--- src/rtl/snake_grid_renderer_if.sv ---
// Bus bundle between the snake game logic / VGA timing side (master) and the
// grid renderer (slave): frame trigger, packed snake body, food, game state,
// per-pixel colour query and its result.
interface snake_grid_renderer_if #(
  parameter int MAX_LEN = 64
);
  logic                   frame_start;
  logic [5*MAX_LEN-1:0]   snake_x_1dim;
  logic [5*MAX_LEN-1:0]   snake_y_1dim;
  logic [5:0]             snake_length;
  logic [4:0]             food_x;
  logic [4:0]             food_y;
  logic [1:0]             game_state;
  logic [9:0]             pix_x;
  logic [9:0]             pix_y;
  logic                   pix_valid;
  logic [11:0]            rgb;
  logic                   rgb_valid;
  logic                   busy;
  logic                   seg_dropped;

  modport master (
    output frame_start, snake_x_1dim, snake_y_1dim, snake_length,
    output food_x, food_y, game_state, pix_x, pix_y, pix_valid,
    input  rgb, rgb_valid, busy, seg_dropped
  );

  modport slave (
    input  frame_start, snake_x_1dim, snake_y_1dim, snake_length,
    input  food_x, food_y, game_state, pix_x, pix_y, pix_valid,
    output rgb, rgb_valid, busy, seg_dropped
  );
endinterface

--- src/rtl/snake_grid_renderer.sv ---
// Snake grid renderer: once per frame rasterises the snake body and food into
// a cell-occupancy bitmap (work copy), then commits it to a display copy that
// serves per-pixel colour queries through a fixed two-stage pipeline.
module snake_grid_renderer #(
  parameter int GRID_W  = 32,
  parameter int GRID_H  = 24,
  parameter int MAX_LEN = 64,
  parameter int CELL_PX = 20
) (
  input  logic                  clk,
  input  logic                  rst_n,
  snake_grid_renderer_if.slave  bus
);

  localparam int NCELL = GRID_W * GRID_H;
  localparam int BUS_W = 5 * MAX_LEN;
  localparam int OFF_W = $clog2(BUS_W);
  localparam int IDX_W = $clog2(NCELL);

  localparam logic [9:0] CELL_DIV = 10'(CELL_PX);
  localparam logic [9:0] AREA_W   = 10'(GRID_W * CELL_PX);
  localparam logic [9:0] AREA_H   = 10'(GRID_H * CELL_PX);

  localparam logic [1:0] ST_IDLE   = 2'd0;
  localparam logic [1:0] ST_CLEAR  = 2'd1;
  localparam logic [1:0] ST_SCAN   = 2'd2;
  localparam logic [1:0] ST_COMMIT = 2'd3;

  localparam logic [1:0] GS_DIE = 2'b01;

  // Colour priority: outside area, head, body, food, background.
  function automatic logic [11:0] colour_sel(
    input logic in_area,
    input logic is_head,
    input logic is_body,
    input logic is_food,
    input logic is_die
  );
    logic [11:0] c;
    if (!in_area)      c = 12'h000;
    else if (is_head)  c = is_die ? 12'hFFF : 12'h0F0;
    else if (is_body)  c = is_die ? 12'h888 : 12'h080;
    else if (is_food)  c = 12'hF00;
    else               c = 12'h111;
    return c;
  endfunction

  // Scan FSM and work copy
  logic [1:0]        state_q, state_d;
  logic [5:0]        idx_q, idx_d;
  logic [5:0]        len_q, len_d;
  logic [BUS_W-1:0]  snap_x_q, snap_x_d;
  logic [BUS_W-1:0]  snap_y_q, snap_y_d;
  logic [4:0]        snap_food_x_q, snap_food_x_d;
  logic [4:0]        snap_food_y_q, snap_food_y_d;
  logic [1:0]        snap_gs_q, snap_gs_d;
  logic [NCELL-1:0]  work_bmp_q, work_bmp_d;
  logic [4:0]        head_x_q, head_x_d;
  logic [4:0]        head_y_q, head_y_d;
  logic              head_valid_q, head_valid_d;
  logic              drop_q, drop_d;

  // Display copy read by the query pipeline
  logic [NCELL-1:0]  disp_bmp_q, disp_bmp_d;
  logic [4:0]        disp_head_x_q, disp_head_x_d;
  logic [4:0]        disp_head_y_q, disp_head_y_d;
  logic              disp_head_valid_q, disp_head_valid_d;
  logic [4:0]        disp_food_x_q, disp_food_x_d;
  logic [4:0]        disp_food_y_q, disp_food_y_d;
  logic              disp_food_valid_q, disp_food_valid_d;
  logic [1:0]        disp_gs_q, disp_gs_d;

  // Query pipeline
  logic [4:0]        cx_p1_q, cx_p1_d;
  logic [4:0]        cy_p1_q, cy_p1_d;
  logic              in_area_p1_q, in_area_p1_d;
  logic              vld_p1_q, vld_p1_d;
  logic [11:0]       rgb_p2_q, rgb_p2_d;
  logic              vld_p2_q, vld_p2_d;

  // Current segment being scanned
  logic [OFF_W-1:0]  seg_off;
  logic [4:0]        seg_x;
  logic [4:0]        seg_y;
  logic              seg_in;
  logic [IDX_W-1:0]  seg_bit;

  assign seg_off = OFF_W'(idx_q) * OFF_W'(5);
  assign seg_x   = snap_x_q[seg_off +: 5];
  assign seg_y   = snap_y_q[seg_off +: 5];
  assign seg_in  = (int'(seg_x) < GRID_W) && (int'(seg_y) < GRID_H);
  assign seg_bit = seg_in ? IDX_W'(int'(seg_y) * GRID_W + int'(seg_x)) : '0;

  // Frame FSM: snapshot inputs, rasterise one segment per cycle, commit.
  always_comb begin
    state_d           = state_q;
    idx_d             = idx_q;
    len_d             = len_q;
    snap_x_d          = snap_x_q;
    snap_y_d          = snap_y_q;
    snap_food_x_d     = snap_food_x_q;
    snap_food_y_d     = snap_food_y_q;
    snap_gs_d         = snap_gs_q;
    work_bmp_d        = work_bmp_q;
    head_x_d          = head_x_q;
    head_y_d          = head_y_q;
    head_valid_d      = head_valid_q;
    drop_d            = drop_q;
    disp_bmp_d        = disp_bmp_q;
    disp_head_x_d     = disp_head_x_q;
    disp_head_y_d     = disp_head_y_q;
    disp_head_valid_d = disp_head_valid_q;
    disp_food_x_d     = disp_food_x_q;
    disp_food_y_d     = disp_food_y_q;
    disp_food_valid_d = disp_food_valid_q;
    disp_gs_d         = disp_gs_q;

    // A new frame pulse always wins, aborting any frame in flight.
    if (bus.frame_start) begin
      state_d = ST_CLEAR;
    end else begin
      case (state_q)
        ST_IDLE: begin
          state_d = ST_IDLE;
        end
        ST_CLEAR: begin
          work_bmp_d    = '0;
          snap_x_d      = bus.snake_x_1dim;
          snap_y_d      = bus.snake_y_1dim;
          len_d         = bus.snake_length;
          snap_food_x_d = bus.food_x;
          snap_food_y_d = bus.food_y;
          snap_gs_d     = bus.game_state;
          drop_d        = 1'b0;
          idx_d         = '0;
          head_x_d      = '0;
          head_y_d      = '0;
          head_valid_d  = 1'b0;
          state_d       = (bus.snake_length == 6'd0) ? ST_COMMIT : ST_SCAN;
        end
        ST_SCAN: begin
          if (seg_in) work_bmp_d[seg_bit] = 1'b1;
          else        drop_d = 1'b1;
          if (idx_q == 6'd0) begin
            head_x_d     = seg_x;
            head_y_d     = seg_y;
            head_valid_d = seg_in;
          end
          if (idx_q == len_q - 6'd1) state_d = ST_COMMIT;
          else                       idx_d   = idx_q + 6'd1;
        end
        ST_COMMIT: begin
          disp_bmp_d        = work_bmp_q;
          disp_head_x_d     = head_x_q;
          disp_head_y_d     = head_y_q;
          disp_head_valid_d = head_valid_q;
          disp_food_x_d     = snap_food_x_q;
          disp_food_y_d     = snap_food_y_q;
          disp_food_valid_d = int'(snap_food_y_q) < GRID_H;
          disp_gs_d         = snap_gs_q;
          state_d           = ST_IDLE;
        end
        default: state_d = ST_IDLE;
      endcase
    end
  end

  // FSM, snapshot and work-bitmap registers.
  always_ff @(posedge clk or negedge rst_n) begin
    if (!rst_n) begin
      state_q       <= ST_IDLE;
      idx_q         <= '0;
      len_q         <= '0;
      snap_x_q      <= '0;
      snap_y_q      <= '0;
      snap_food_x_q <= '0;
      snap_food_y_q <= '0;
      snap_gs_q     <= '0;
      work_bmp_q    <= '0;
      head_x_q      <= '0;
      head_y_q      <= '0;
      head_valid_q  <= 1'b0;
      drop_q        <= 1'b0;
    end else begin
      state_q       <= state_d;
      idx_q         <= idx_d;
      len_q         <= len_d;
      snap_x_q      <= snap_x_d;
      snap_y_q      <= snap_y_d;
      snap_food_x_q <= snap_food_x_d;
      snap_food_y_q <= snap_food_y_d;
      snap_gs_q     <= snap_gs_d;
      work_bmp_q    <= work_bmp_d;
      head_x_q      <= head_x_d;
      head_y_q      <= head_y_d;
      head_valid_q  <= head_valid_d;
      drop_q        <= drop_d;
    end
  end

  // Display registers, only changed by COMMIT.
  always_ff @(posedge clk or negedge rst_n) begin
    if (!rst_n) begin
      disp_bmp_q        <= '0;
      disp_head_x_q     <= '0;
      disp_head_y_q     <= '0;
      disp_head_valid_q <= 1'b0;
      disp_food_x_q     <= '0;
      disp_food_y_q     <= '0;
      disp_food_valid_q <= 1'b0;
      disp_gs_q         <= '0;
    end else begin
      disp_bmp_q        <= disp_bmp_d;
      disp_head_x_q     <= disp_head_x_d;
      disp_head_y_q     <= disp_head_y_d;
      disp_head_valid_q <= disp_head_valid_d;
      disp_food_x_q     <= disp_food_x_d;
      disp_food_y_q     <= disp_food_y_d;
      disp_food_valid_q <= disp_food_valid_d;
      disp_gs_q         <= disp_gs_d;
    end
  end

  // Query lookups for stage 2
  logic              q_cell_ok;
  logic [IDX_W-1:0]  q_bit;
  logic              q_head;
  logic              q_body;
  logic              q_food;

  assign q_cell_ok = in_area_p1_q && (int'(cy_p1_q) < GRID_H) && (int'(cx_p1_q) < GRID_W);
  assign q_bit     = q_cell_ok ? IDX_W'(int'(cy_p1_q) * GRID_W + int'(cx_p1_q)) : '0;
  assign q_body    = q_cell_ok && disp_bmp_q[q_bit];
  assign q_head    = disp_head_valid_q && (cx_p1_q == disp_head_x_q) && (cy_p1_q == disp_head_y_q);
  assign q_food    = disp_food_valid_q && (cx_p1_q == disp_food_x_q) && (cy_p1_q == disp_food_y_q);

  // Query pipeline next-state: cell coordinates, then colour.
  always_comb begin
    // stage p1: pixel -> cell
    cx_p1_d      = 5'(bus.pix_x / CELL_DIV);
    cy_p1_d      = 5'(bus.pix_y / CELL_DIV);
    in_area_p1_d = (bus.pix_x < AREA_W) && (bus.pix_y < AREA_H);
    vld_p1_d     = bus.pix_valid;
    // stage p2: cell -> colour
    rgb_p2_d     = colour_sel(in_area_p1_q, q_head, q_body, q_food, disp_gs_q == GS_DIE);
    vld_p2_d     = vld_p1_q;
  end

  // Query pipeline registers.
  always_ff @(posedge clk or negedge rst_n) begin
    if (!rst_n) begin
      cx_p1_q      <= '0;
      cy_p1_q      <= '0;
      in_area_p1_q <= 1'b0;
      vld_p1_q     <= 1'b0;
      rgb_p2_q     <= '0;
      vld_p2_q     <= 1'b0;
    end else begin
      cx_p1_q      <= cx_p1_d;
      cy_p1_q      <= cy_p1_d;
      in_area_p1_q <= in_area_p1_d;
      vld_p1_q     <= vld_p1_d;
      rgb_p2_q     <= rgb_p2_d;
      vld_p2_q     <= vld_p2_d;
    end
  end

  assign bus.rgb         = rgb_p2_q;
  assign bus.rgb_valid   = vld_p2_q;
  assign bus.busy        = (state_q != ST_IDLE);
  assign bus.seg_dropped = drop_q;

endmodule
--- src/flat_wrapper.sv ---
// flat-port wrapper written by rule: the top's interface ports become plain ports
module snake_grid_renderer_flat 
#(
  parameter int GRID_W  = 32,
  parameter int GRID_H  = 24,
  parameter int MAX_LEN = 64,
  parameter int CELL_PX = 20
)
  (clk, rst_n, bus_frame_start, bus_snake_x_1dim, bus_snake_y_1dim, bus_snake_length, bus_food_x, bus_food_y, bus_game_state, bus_pix_x, bus_pix_y, bus_pix_valid, bus_rgb, bus_rgb_valid, bus_busy, bus_seg_dropped);
  snake_grid_renderer_if #(.MAX_LEN(MAX_LEN)) bus_i ();
  input  logic clk;
  input  logic rst_n;
  input wire logic [$bits(bus_i.frame_start)-1:0] bus_frame_start;
  input wire logic [$bits(bus_i.snake_x_1dim)-1:0] bus_snake_x_1dim;
  input wire logic [$bits(bus_i.snake_y_1dim)-1:0] bus_snake_y_1dim;
  input wire logic [$bits(bus_i.snake_length)-1:0] bus_snake_length;
  input wire logic [$bits(bus_i.food_x)-1:0] bus_food_x;
  input wire logic [$bits(bus_i.food_y)-1:0] bus_food_y;
  input wire logic [$bits(bus_i.game_state)-1:0] bus_game_state;
  input wire logic [$bits(bus_i.pix_x)-1:0] bus_pix_x;
  input wire logic [$bits(bus_i.pix_y)-1:0] bus_pix_y;
  input wire logic [$bits(bus_i.pix_valid)-1:0] bus_pix_valid;
  output wire logic [$bits(bus_i.rgb)-1:0] bus_rgb;
  output wire logic [$bits(bus_i.rgb_valid)-1:0] bus_rgb_valid;
  output wire logic [$bits(bus_i.busy)-1:0] bus_busy;
  output wire logic [$bits(bus_i.seg_dropped)-1:0] bus_seg_dropped;
  assign bus_i.frame_start = bus_frame_start;
  assign bus_i.snake_x_1dim = bus_snake_x_1dim;
  assign bus_i.snake_y_1dim = bus_snake_y_1dim;
  assign bus_i.snake_length = bus_snake_length;
  assign bus_i.food_x = bus_food_x;
  assign bus_i.food_y = bus_food_y;
  assign bus_i.game_state = bus_game_state;
  assign bus_i.pix_x = bus_pix_x;
  assign bus_i.pix_y = bus_pix_y;
  assign bus_i.pix_valid = bus_pix_valid;
  assign bus_rgb = bus_i.rgb;
  assign bus_rgb_valid = bus_i.rgb_valid;
  assign bus_busy = bus_i.busy;
  assign bus_seg_dropped = bus_i.seg_dropped;
  snake_grid_renderer #(.GRID_W(GRID_W), .GRID_H(GRID_H), .MAX_LEN(MAX_LEN), .CELL_PX(CELL_PX)) u_core (.clk(clk), .rst_n(rst_n), .bus(bus_i));
endmodule
--- config.mk ---
export PLATFORM = sky130hd
export DESIGN_NAME = snake_grid_renderer_flat
export DESIGN_NICKNAME = d
export VERILOG_FILES = /design/src/rtl/snake_grid_renderer_if.sv /design/src/rtl/snake_grid_renderer.sv /design/src/flat_wrapper.sv
export SDC_FILE = /design/constraint.sdc
export NUM_CORES = 2
export LEC_CHECK = 0
export CORE_ASPECT_RATIO = 0.8
export CORE_MARGIN = 2
export CORE_UTILIZATION = 45
export DETAILED_ROUTE_END_ITERATION = 10
export PLACE_DENSITY = 0.72
export SLEW_MARGIN = 20
export SYNTH_ARGS = -nofsm -noshare
export SYNTH_HDL_FRONTEND = slang
export SYNTH_SLANG_ARGS = --single-unit
export TNS_END_PERCENT = 100
--- constraint.sdc ---
create_clock -name clk -period 5.42 [get_ports clk]
set_clock_uncertainty 0.05 [all_clocks]
set_input_delay 1.355 -clock clk [delete_from_list [all_inputs] [get_ports clk]]
set_output_delay 1.355 -clock clk [all_outputs]
set_load 0.005 [all_outputs]
==> qor.csv <==
stage,metric,value,unit
worst_setup_path,"Worst Path Class, Setup",flip-flop to flip-flop,
timing,worst slew pin tran,1220,ps
synth,"count leader, synth",dfrtp_1,
worst_setup_path,crit end category,flip-flop,
final_layout,Filler cells,17200,
final_layout,register area,56600,µm²
timing,"Slew Viols, Final",0,
drt,Initial DRC Count,7879,
drt,drt total wl,312000,µm
drt,DRC errors left,0,
drt,wire per inst,27.9,µm
synth,sequential-to-total area share from yosys stat,58.8,%
synth,register bit total from synthesis,2260,
timing,setup ws final,-25.4,ps
floorplanning,Die H,417,µm
clocking,CTS tree,built,
synth,largest cells by area after synthesis,"dfrtp_1 59%, mux2_2 18%, mux4_2 5.0%",
synth,post-synthesis compound-gate area fraction,8.34,%
synth,"Async S/R FF share, synth",100,%
clocking,TritonCTS Buffers,209,
timing,f_max,184,MHz
drt,Routed Antenna Nets,0,
run_status,failing checks,setup timing,
hold_path,worst min path class,flip-flop to flip-flop,
worst_setup_path,"Max FO, Critical Path",24,
global_routing,initial antenna violation count,102,
synth,Post-synth EDFFs,0,
drt,routed via count,68000,
placed_design,pre-CTS WS,157,ps
synth,mapped cell area,96100,µm²
clocking,root buf cell,clkbuf_16,
final_layout,Final Core Density,54.1,%
synth,xor-xnor portion of the synthesized cell area,0.374,%
placed_design,Placement Cell Area,108000,µm²
final_layout,post-layout instance area,115000,µm²
synth,Yosys top cell by area,dfrtp_1,
synth,most common library cells after synthesis,"2260 x dfrtp_1, 1494 x mux2_2, 913 x a21oi_1",
synth,Post-Synth Adder-Cell Area,0.161,%
timing,Final Hold Viols,0,
clocking,clock buffer depth,3,
floorplanning,Die Span X,521,µm
floorplanning,die area,217000,µm²
final_layout,# nets final,8831,
drt,Pre-Repair DR Iteration Count,6,
synth,Synth Instances,7536,
floorplanning,Cell Rows,151,
floorplanning,Top-Level Pins,697,
floorplanning,Initial Util,45.3,%
placed_design,port bufs,694,
synth,main combinational cell family by area after synthesis,multiplexers,
placed_design,Placed Cells,10800,
synth,Post-synth top flop,dfrtp_1,
synth,top cell type's share of synthesized area,58.8,%
clocking,clock sink total,2260,
run_status,run status,finished with violations,
worst_setup_path,Worst Path Arrival,6140,ps
power_and_ir_drop,LEAKAGE,51.4,nW
timing,Tcrit/Tclk final,100,%
synth,Post-Synth Simple-Gate Area,6.11,%
synth,fraction of synthesized area in multiplexers,23.4,%
global_routing,Total GRT Usage,28.5,%
power_and_ir_drop,Worst VDD drop,0.344,mV
global_routing,largest net degree at the start of global routing,199,
global_routing,total gr overflow,0,
flow_run,Max-Cap Viols,0,
drt,Vias/cell,6.07,
clocking,Worst-path clk slew,60,ps
power_and_ir_drop,overall power,46.8,mW
global_routing,first-pass GRT wire length,461000,µm
floorplanning,core area,212000,µm²
placed_design,DP HPWL,209000,µm
worst_setup_path,Worst Setup Start Kind,flip-flop,
timing,Period minus WS final,5450,ps
clocking,post-CTS setup buffers,0,
clocking,clock latency on the worst-skew pair,870,ps
final_layout,area of the multi-input gates,37100,µm²
worst_setup_path,worst path required time,6110,ps
power_and_ir_drop,PwrDens,409,nW/µm²
timing,Slew HR,18.3,%
global_routing,vias in the first global route,68800,
placed_design,Routability Congestion,0.896,
clocking,htree depth,4,
final_layout,Non-Filler Instances,11200,
timing,RSZ-0062 raised after global routing,false,
final_layout,share of layout cells above drive strength 1,29.0,%
synth,synth warn,0,
synth,"Distinct cells, synth",82,
synth,syn avg cell area,12.8,µm²
final_layout,Synth-to-Final Area Change,19.2,%
timing,final setup vio count,2,
synth,"Net Count, Synth",8228,
power by group:
part	internal, mW	total [mW]	switching (mW)
Combinational	4.96	11.3	6.30
Clock	8.29	14.9	6.56
Sequential	19.1	20.7	1.58
cell families after synthesis:
| logic type | count (synthesis) |
|---|---|
| xor gates and xnor gates | 41 |
| adders and majority gates | 13 |
| muxes | 1792 |
| AOI/OAI and AO/OA | 1395 |
| buffers and inverters | 648 |
| DFF | 2260 |
| and+or+nand+nor | 1387 |
cell usage in the layout, fill, tap and decap left out, types with 12 or more instances in the layout:
cell / instances
o211ai_1: 18
clkbuf_8: 52
o21ai_0: 138
xnor2_1: 31
and3_1: 35
mux2i_1: 84
a21oi_1: 913
inv_1: 33
diode_2: 66
nor2b_1: 22
a211oi_1: 26
clkbuf_16: 211
clkdlybuf4s50_1: 693
a221oi_1: 28
a31oi_1: 25
nand2b_1: 18
o221ai_1: 38
clkbuf_1: 60
nand4_1: 18
nor2_2: 29
mux2_2: 1494
nand2_1: 195
buf_4: 227
clkinv_2: 28
nor2_1: 880
a21o_1: 12
dfrtp_1: 2253
nand3_1: 74
buf_12: 84
a2bb2oi_1: 16
o22ai_1: 38
a22o_1: 12
and2_1: 20
nor3_1: 32
mux4_2: 214
a22oi_1: 28
registers in the layout (all words and copies together), names as in the netlist, 2 cells and up:
name / flops
u_core.disp_food_y_q: 5
u_core.len_q: 6
u_core.disp_food_x_q: 5
u_core.disp_head_x_q: 5
u_core.head_x_q: 5
u_core.idx_q: 6
u_core.snap_food_y_q: 5
u_core.disp_bmp_q: 768
u_core.snap_x_q: 320
u_core.cx_p1_q: 5
u_core.snap_gs_q: 2
u_core.work_bmp_q: 768
u_core.disp_gs_q: 2
u_core.disp_head_y_q: 5
u_core.snap_y_q: 320
u_core.cy_p1_q: 5
u_core.head_y_q: 5
u_core.state_q: 2
u_core.bus.rgb: 9
u_core.snap_food_x_q: 5
layer usage:
metal | vias to the layer above | wire [µm] | GRT usage, % | part of all wire, %
met5 | - | 224 | 0 | 0.072
met4 | 38 | 10400 | 10.9 | 3.3
met3 | 650 | 37500 | 9.67 | 12
met2 | 3599 | 136000 | 40.6 | 44
met1 | 35600 | 128000 | 40.2 | 41
li1 | 28100 | - | - | -
critical path: stages, from the launching register on:
cell	delay, ps
dfrtp_1	710
a21boi_4	710
buf_4	280
buf_4	360
nand3_1	160
buf_4	230
a21oi_1	610
nor4_1	140
a2111oi_0	800
a2111oi_0	170
a31oi_1	410
buf_4	240
a21oi_1	100
or2_2	290
through the flow:
stage / hold WS [ps] / setup TNS (ps)
after detailed placement: 308 / 0
after global placement: 295 / 0
after floorplan: 281 / 0
after CTS: 322 / 0
after global routing: 331 / 0
final: 324 / -39.1
layout make-up:
type / count / area share [%]
clock buffers: 323 / 5.43
diodes: 66 / 0.144
clock inverters: 49 / 0.503
inverters: 35 / 0.117
multi-input cells: 4628 / 32.3
repair buffers: 1005 / 9.03
flip-flops and latches: 2260 / 49.4
well taps: 2830 / 3.09
worst paths after layout:
| check | startpoint | endpoint | slack (ps) | depth (start not counted) |
|---|---|---|---|---|
| min in group asynchronous | rst_n | u_core.snap_x_q[65]$_DFFE_PN0P_ | 340 | 1 |
| max in group asynchronous | rst_n | u_core.cx_p1_q[2]$_DFF_PN0_ | 3320 | 2 |
| worst min register to register | u_core.vld_p1_q$_DFF_PN0_ | u_core.bus.rgb_valid$_DFF_PN0_ | 320 | 0 |
| worst min-delay path | u_core.vld_p1_q$_DFF_PN0_ | u_core.bus.rgb_valid$_DFF_PN0_ | 320 | 0 |
| worst max register to register | u_core.in_area_p1_q$_DFF_PN0_ | u_core.bus.rgb[10]$_DFF_PN0_ | -30 | 13 |
| worst max-delay path | u_core.in_area_p1_q$_DFF_PN0_ | u_core.bus.rgb[10]$_DFF_PN0_ | -30 | 13 |
what timing repair did:
| item | in CTS | in global routing |
|---|---|---|
| endpoints found under the setup margin | 0 | 1 |
| hold buffers | 0 | 0 |
| gates resized for setup | 0 | 1 |
| hold endpoints to repair | 0 | 0 |
Note: power is estimated with default switching activity, not from simulation.
